**config.mk**
```make
export PLATFORM = sky130hd
export DESIGN_NAME = counter_run_arbiter
export DESIGN_NICKNAME = d
export VERILOG_FILES = /design/src/rtl/counter_run_arbiter.sv
export SDC_FILE = /design/constraint.sdc
export NUM_CORES = 1
export LEC_CHECK = 0
export CORE_UTILIZATION = 41
export CTS_CLUSTER_DIAMETER = 100
export DETAILED_ROUTE_END_ITERATION = 7
export PLACE_DENSITY = 0.9
export SLEW_MARGIN = 20
export SYNTH_ARGS = -nofsm -noshare
export SYNTH_HDL_FRONTEND = slang
export SYNTH_SLANG_ARGS = --single-unit
```
**constraint.sdc**
```tcl
create_clock -name clock -period 2 [get_ports clock]
set_clock_uncertainty 0.15 [all_clocks]
set_input_delay 0.4 -clock clock [delete_from_list [all_inputs] [get_ports clock]]
set_output_delay 0.4 -clock clock [all_outputs]
set_load 0.02 [all_outputs]
```
**src/rtl/counter_run_arbiter.sv**
```systemverilog
// Round-robin owner of a shared free-running counter: grants one client a timed run,
// holds the counter in reset while idle, and pulses done when the count reaches len.
module counter_run_arbiter #(
   parameter int Size       = 5,
   parameter int Requesters = 4
) (
   input  logic                       clock,
   input  logic                       reset,
   input  logic [Requesters-1:0]      req,
   input  logic [Requesters*Size-1:0] len,
   output logic [Requesters-1:0]      grant,
   output logic [Requesters-1:0]      done,
   output logic                       busy,
   output logic                       cnt_reset,
   input  logic [Size-1:0]            cnt_count,
   output logic [1:0]                 dbg_state
);
   localparam int IdxW = (Requesters > 1) ? $clog2(Requesters) : 1;
   localparam logic [1:0] IDLE = 2'd0;
   localparam logic [1:0] RUN  = 2'd1;
   localparam logic [1:0] DONE = 2'd2;
   localparam logic [Requesters-1:0] ONE = {{(Requesters-1){1'b0}}, 1'b1};

   // Handshake: req is a level a client holds until it sees its done pulse or gives up;
   // grant marks the owner from the first run cycle through the done cycle inclusive.
   logic [1:0]            state_q, state_d;
   logic [IdxW-1:0]       last_q, last_d;
   logic [IdxW-1:0]       owner_q, owner_d;
   logic [Size-1:0]       len_q, len_d;
   logic [Requesters-1:0] grant_q, grant_d;
   logic [Requesters-1:0] done_q, done_d;
   logic                  cnt_reset_q, cnt_reset_d;
   logic                  found;
   logic [IdxW-1:0]       pick;
   logic [IdxW-1:0]       idx;
   logic [Size-1:0]       len_arr [Requesters];

   always_comb begin
      for (int i = 0; i < Requesters; i++) begin
         len_arr[i] = len[i*Size +: Size];
      end
   end

   // Search starts just after the previous owner, so the last winner ranks lowest.
   always_comb begin
      found = 1'b0;
      pick  = last_q;
      idx   = '0;
      for (int k = 1; k <= Requesters; k++) begin
         idx = IdxW'((int'(last_q) + k) % Requesters);
         if (!found && req[idx]) begin
            found = 1'b1;
            pick  = idx;
         end
      end
   end

   always_comb begin
      state_d     = state_q;
      last_d      = last_q;
      owner_d     = owner_q;
      len_d       = len_q;
      grant_d     = grant_q;
      done_d      = done_q;
      cnt_reset_d = cnt_reset_q;
      case (state_q)
         IDLE: begin
            grant_d     = '0;
            done_d      = '0;
            cnt_reset_d = 1'b1;
            if (found) begin
               state_d     = RUN;
               grant_d     = ONE << pick;
               owner_d     = pick;
               last_d      = pick;
               len_d       = len_arr[pick];
               cnt_reset_d = 1'b0;
            end
         end
         RUN: begin
            // An abort wins over a length match on the same edge.
            if (!req[owner_q]) begin
               state_d     = IDLE;
               grant_d     = '0;
               cnt_reset_d = 1'b1;
            end else if (cnt_count == len_q) begin
               state_d     = DONE;
               done_d      = grant_q;
               cnt_reset_d = 1'b1;
            end
         end
         DONE: begin
            state_d = IDLE;
            done_d  = '0;
            grant_d = '0;
         end
         default: begin
            state_d     = IDLE;
            grant_d     = '0;
            done_d      = '0;
            cnt_reset_d = 1'b1;
         end
      endcase
   end

   always_ff @(posedge clock) begin
      if (reset) begin
         state_q     <= IDLE;
         last_q      <= IdxW'(Requesters - 1);
         owner_q     <= '0;
         len_q       <= '0;
         grant_q     <= '0;
         done_q      <= '0;
         cnt_reset_q <= 1'b1;
      end else begin
         state_q     <= state_d;
         last_q      <= last_d;
         owner_q     <= owner_d;
         len_q       <= len_d;
         grant_q     <= grant_d;
         done_q      <= done_d;
         cnt_reset_q <= cnt_reset_d;
      end
   end

   assign grant     = grant_q;
   assign done      = done_q;
   assign busy      = (state_q != IDLE);
   assign cnt_reset = cnt_reset_q;
   assign dbg_state = state_q;
endmodule

```
==> results of run 1 <==
==> sequential cells by signal (all words and copies together) (netlist names) <==
register	flops
len_q	5
done	4
grant	4
dbg_state	2
last_q	2
owner_q	2
cnt_reset	1
==> cells in the mapped netlist <==
master	n	area share, %
a211o_1	1	0.86
nor2_1	12	4.4
dfxtp_1	20	39
nand2b_1	2	1.2
a21boi_0	1	0.74
a211oi_1	1	0.74
nand2_2	1	0.61
xor2_1	5	4.3
buf_8	1	1.5
a21o_1	1	0.74
inv_1	4	1.5
clkbuf_1	1	0.37
mux2i_1	14	14
nor2_4	1	1.1
buf_2	1	0.49
o21ai_0	7	3.4
and2_1	1	0.61
o21bai_1	1	0.74
a32o_1	1	0.98
or2_1	2	1.2
nor4_1	1	0.61
and3b_1	1	0.86
a21oi_1	3	1.5
buf_6	1	1.1
mux4_1	1	2.6
o221ai_1	6	5.2
a22oi_1	1	0.74
nand3_1	2	0.98
nor2b_1	1	0.61
nand2_1	6	2.2
nand3b_1	5	3.7
nor3_1	3	1.5
==> per-layer routing <==
layer,GRT usage (%),wire [um],vias up
met5,0,0,-
met4,7.21,53,0
met3,5.26,106,4
met2,40.2,1350,29
met1,23.3,1040,473
li1,-,-,502
==> worst paths after layout <==
kind | cells after the start | end | from
worst min register to register | 2 | grant[2] | grant[2]
worst max register to register | 6 | len_q[3] | last_q[1]
worst min-delay path | 2 | grant[2] | grant[2]
worst max-delay path | 7 | len_q[3] | req[1]
==> cell usage in the layout (no fill, tap or decap), types with 4 or more instances in the layout <==
master            n
inv_1             4
clkdlybuf4s50_1  40
o221ai_1          5
mux2i_1          14
xor2_1            5
nor2_1           12
nand3b_1          5
dfxtp_1          20
o21ai_0           6
buf_4             9
nand2_1           6
==> power by group through the flow <==
stage / clock network [mW] / registers, mW / logic [mW]
2_1_floorplan: 0 / 0.524 / 0.264
3_3_place_gp: 0 / 0.507 / 0.460
3_5_place_dp: 0 / 0.513 / 0.475
4_1_cts: 0.238 / 0.504 / 0.473
5_1_grt: 0.255 / 0.512 / 0.518
6_report: 0.233 / 0.505 / 0.477
==> metrics by stage <==
stage | setup TNS [ns] | cells
floorplan | 0 | 109
global placement | -2.86 | 185
detailed placement | -3.99 | 185
CTS | 0 | 189
global route | -0.0143 | 189
finish | 0 | 189
==> critical path, stage by stage <==
cell	delay (ns)
clkdlybuf4s50_1	0.49
o21ai_1	0.16
o21ai_0	0.10
a211o_1	0.34
buf_12	0.16
mux2i_1	0.18
o221ai_1	0.13
==> kinds of logic (layout without fill, tap and decap cells) <==
group                     Yosys count  count (layout)  synth area share (%)
and+or+nand+nor                    38              38                  19.6
AOI/OAI and AO/OA                  23              23                  15.6
DFF                                20              20                  39.3
muxes                              15              15                  16.3
buffers and inverters               8              60                  4.91
xor gates and xnor gates            5               5                  4.29
==> what timing repair did <==
action	CTS	global route
hold buffers	0	0
endpoints found under the setup margin	1	8
gates resized for setup	1	4
==> final cells by class <==
cell class / count / area [um^2] / share of cell area (%)
repair buffers: 52 / 509 / 32.4
well taps: 28 / 35.0 / 2.23
multi-input cells: 81 / 578 / 36.7
inverters: 4 / 15.0 / 0.954
flip-flops and latches: 20 / 400 / 25.4
clock buffers: 4 / 36.3 / 2.31
==> results.cfg, run 1 <==
[status]
status = completed

[die]
rows = 17
die_area_mm2 = 0.00269
io_pins = 43
die_w_um = 51.9
initial_core_util_pct = 44.8
core_mm2 = 0.00228
die_height_um = 51.9

[drt]
wl_per_cell_um = 13.5
ant_nets = 0
post_drt_via_cell_ratio = 5.33
wl_um = 2550
drc_errors = 0
dr.pass1.iters = 5
dr_total_vias = 1008
drtIter0Drc = 8

[power_and_ir_drop]
clockPowerShare_pct = 19.2
p_leak_nw = 0.689
combPwrFrac_pct = 39.2
ir_drop_mv = 0.504
p_int_mw = 0.827
switchingPower_mw = 0.388
pwr_density_cell_mw_per_mm2 = 772
swShare_pct = 31.9
pwr-share-seq_pct = 41.6
total_power_mw = 1.21

[layout]
design_area_mm2 = 0.00157
fillers = 173
finalCoreUtilization_pct = 69.2
layout-drive-gt1-share_pct = 11.2
n_antenna_cell = 0
nets = 193
area_delta_synth_final_pct = 54.4

[worst_setup_path]
path_class = in -> reg
worstSetupStartpointType = input pin
cp_max_fo = 16
required_ns = 2.03
worstPathArrival_ns = 1.97
r2r_slack_ns = 0.24
worst_setup_path_end_kind = flip-flop

[global_routing]
grt_usage_pct = 21.6
grt_pass1_vias = 988
grt_max_degree = 17
antenna_found_initial = 0
grt-ovfl-total = 0
grt_pass1_wl_um = 4220

[clock_tree]
cts_inserted_buffers = 3
cts_setup_buffers = 0
cts_root_buf = clkbuf_4
ctsLongestPathBuffers = 2
clkLatencyLatePin_ns = 0.30
clock-sinks = 20
cts_tree = built
path_clk_slew_ns = 0.11
htreeDepth = 1

[place]
postPlaceCellArea_mm2 = 0.00153
port_buffers = 42
post-place-ws_ns = -0.290
hpwl_um = 2000
gp_congestion = 0.783

[synthesis]
ys_types = 32
ys_ff_latch = 20
synth_area_per_cell_um2 = 9.36
synth_area_mm2 = 0.00102
synth-seq-area-share_pct = 39.3
synthCells = 109
synth_nets = 140
ys_warn_count = 0

[timing]
fin_crit_ns = 1.94
setup_ws_ns = 0.0617
max_slew_margin_pct = 73.4
timing.fmax_ghz = 0.516
period_share_pct = 96.9
setup_viol = 0
holdWs_ns = 0.359
rsz0062_at_grt = yes
worst_pin_slew_ns = 0.398
hold_viol = 0
drv_slew = 0

[worst_hold_path]
min_path_type = reg -> reg

[run]
max-cap-violations = 0
Power figures use the tool's default switching activity.
==> inputs of run 2 (changes only) <==
--- a/config.mk
+++ b/config.mk
@@ -5,11 +5,12 @@
 export SDC_FILE = /design/constraint.sdc
 export NUM_CORES = 1
 export LEC_CHECK = 0
-export CORE_UTILIZATION = 41
+export ABC_AREA = 1
+export CORE_UTILIZATION = 48
 export CTS_CLUSTER_DIAMETER = 100
 export DETAILED_ROUTE_END_ITERATION = 7
-export PLACE_DENSITY = 0.9
-export SLEW_MARGIN = 20
+export PLACE_DENSITY = 0.92
+export SLEW_MARGIN = 25
 export SYNTH_ARGS = -nofsm -noshare
 export SYNTH_HDL_FRONTEND = slang
 export SYNTH_SLANG_ARGS = --single-unit
==> run 2 against run 1 <==
Compared with the run above:
- final cell count increased by 68%
- setup slack got worse by 0.043 ns
- die area increased by 26%
- routed wire length increased by 58%
- total power increased to 2.9 times the previous value
- critical endpoint unchanged
- highest routed layer unchanged
- clock power increased by 5%
- critical path type is now reg -> reg
- non-clock buffer count increased by 9
- first-iteration DRC count increased to 8.4 times the previous value
- hold slack got worse by 0.041 ns
- sequential cell count unchanged
==> results.cfg, run 2 <==
[die]
die_area_mm2 = 0.00339
die_height_um = 58.3
io_pins = 43
die_w_um = 58.3
core_mm2 = 0.00303
initial_core_util_pct = 50.2
rows = 20

[global_routing]
grt_pass1_wl_um = 5930
top_usage_layer = met2
grt-ovfl-total = 0
grtUsageMet1_pct = 26.4
grt_usage_pct = 21.8
grt_use_met2_pct = 41.2
grt_pass1_vias = 1489
grt_util_met3_pct = 2.01
grt_max_degree = 16
antenna_found_initial = 0

[place]
hpwl_um = 2730
dp_cells = 308
port_buffers = 42
gp_congestion = 0.800

[synthesis]
synth_nets = 246
synth_area_per_cell_um2 = 7.06
ys_types = 30
synth_top_flop_cell = dfxtp_1
synthAdderAreaFrac_pct = 0
synth_edf_count = 0
synth_xor_area_share_pct = 1.73
synth-compound-area-share_pct = 13.7
synth-seq-area-share_pct = 26.4
synthTopCellsByArea = dfxtp_1, nand3_1, nand2_1, nand2_4, buf_6
ys_async_sr_fraction_pct = 0
synth_most_common_cell = nand2_1
synthCells = 215
synth-simple-area-share_pct = 46.4
synth_mux_area_share_pct = 0
yosysTopAreaCell = dfxtp_1
synth_area_mm2 = 0.00152
ys_ff_latch = 20
ys_warn_count = 0
synth_top_family_by_area = simple AND/OR/NAND/NOR gates
synthTopCellsByCount = nand2_1, nand3_1, dfxtp_1
synth_top_area_share_pct = 26.4

[layout]
final_cell_mix = nand2_1, nand3_1, clkdlybuf4s50_1, dfxtp_1
nets = 305
layout-drive-gt1-share_pct = 25.6
final_common_cell = nand2_1
area_delta_synth_final_pct = 46.0
top_register = len_q
n_antenna_cell = 0
largest_register_ffs = 5
finalCoreUtilization_pct = 73.3
stdcell_count = 317

[timing]
drv_slew = 0
tns_ns = 0
max_slew_margin_pct = 67.7
timing.fmax_ghz = 0.505
period_share_pct = 99.1
fin_crit_ns = 1.98
hold_viol = 0
holdWs_ns = 0.318
worst_pin_slew_ns = 0.484
setup_viol = 0

[drt]
wl_um = 4040
dr_total_vias = 1661
ant_nets = 0
dr.pass1.iters = 4
drtIter0Drc = 67
wl_per_cell_um = 12.7
drc_errors = 0
post_drt_via_cell_ratio = 5.24

[worst_hold_path]
min_path_type = reg -> reg

[power_and_ir_drop]
total_power_mw = 3.56
ir_drop_mv = 0.875
pwr_density_cell_mw_per_mm2 = 1610
p_leak_nw = 1.01

[clock_tree]
cts_root_buf = clkbuf_4
path_clk_slew_ns = 0.12
cts_tree = built
ctsLongestPathBuffers = 2
htreeDepth = 1
clkLatencyLatePin_ns = 0.31
cts_inserted_buffers = 3
clock-sinks = 20
hold_buffers = 0

[worst_setup_path]
r2r_slack_ns = 0.02
path_class = reg -> reg
worst_setup_path_end_kind = flip-flop
required_ns = 2.06
worstSetupStartpointType = flip-flop
worstPathArrival_ns = 2.04
cp_max_fo = 8

[status]
status = completed

[run]
max-cap-violations = 0
[run 2: changes by cell type after synthesis, moves of 9 or more]
cell	previous run	this run
inv_1	4	17
mux2i_1	14	0
nand2_1	6	54
nand2_4	0	9
nand3_1	2	46
[run 2: logic make-up (layout without fill, tap and decap cells)]
| family | Yosys count | count (layout) |
|---|---|---|
| AND/OR/NAND/NOR | 131 | 133 |
| AO/OA/AOI/OAI | 31 | 31 |
| buffers and inverters | 30 | 86 |
| flip-flops | 20 | 20 |
| XOR/XNOR | 3 | 3 |
[run 2: metrics by stage]
stage | worst slack (ns) | instance area [um^2]
finish | 0.0187 | 2220
global route | -0.0514 | 2220
CTS | 0.0146 | 2070
detailed placement | -0.383 | 2020
global placement | -0.304 | 2020
floorplan | 0.272 | 1520
[run 2: final timing paths]
path	start	endpoint	cells past startpoint
min reg2reg	done[3]	done[3]	2
min	done[3]	done[3]	2
max	last_q[0]	len_q[3]	11
max reg2reg	last_q[0]	len_q[3]	11
[run 2: cell type report]
class                           count  area (um^2)
Clock buffer                        4         36.3
Fill cell                         211          810
Inverter                           21         93.8
Multi-Input combinational cell    167         1040
Sequential cell                    20          408
Tap cell                           44         55.1
Timing Repair Buffer               61          583
[run 2: what timing repair did]
action | in CTS | in global routing
endpoints found under the setup margin | 6 | 19
buffers inserted | 0 | 3
cloned | 0 | 2
pin swaps | 0 | 10
gates resized for setup | 4 | 32
[run 2: critical path, cell delays in order, from the launching register on]
cell,delay (ns)
dfxtp_4,0.39
buf_6,0.14
nand2_1,0.06
nand2_2,0.10
nand2_4,0.13
nand2_8,0.09
o21ai_1,0.21
nand3_1,0.19
nand2_4,0.17
nand3_1,0.08
nand2_1,0.10
a21oi_2,0.06
[run 2: power by group]
| part | total [mW] | switching, mW | internal, mW |
|---|---|---|---|
| registers | 0.641 | 0.105 | 0.537 |
| clock network | 0.244 | 0.133 | 0.111 |
| logic | 2.68 | 1.63 | 1.05 |
| total | 3.56 | 1.87 | 1.70 |
[run 2: layer usage]
metal / vias up / share of wire [%]
met2: 62 / 51
met4: 0 / 2.3
li1: 833 / -
met1: 753 / 42
met5: - / 0
met3: 13 / 4.1
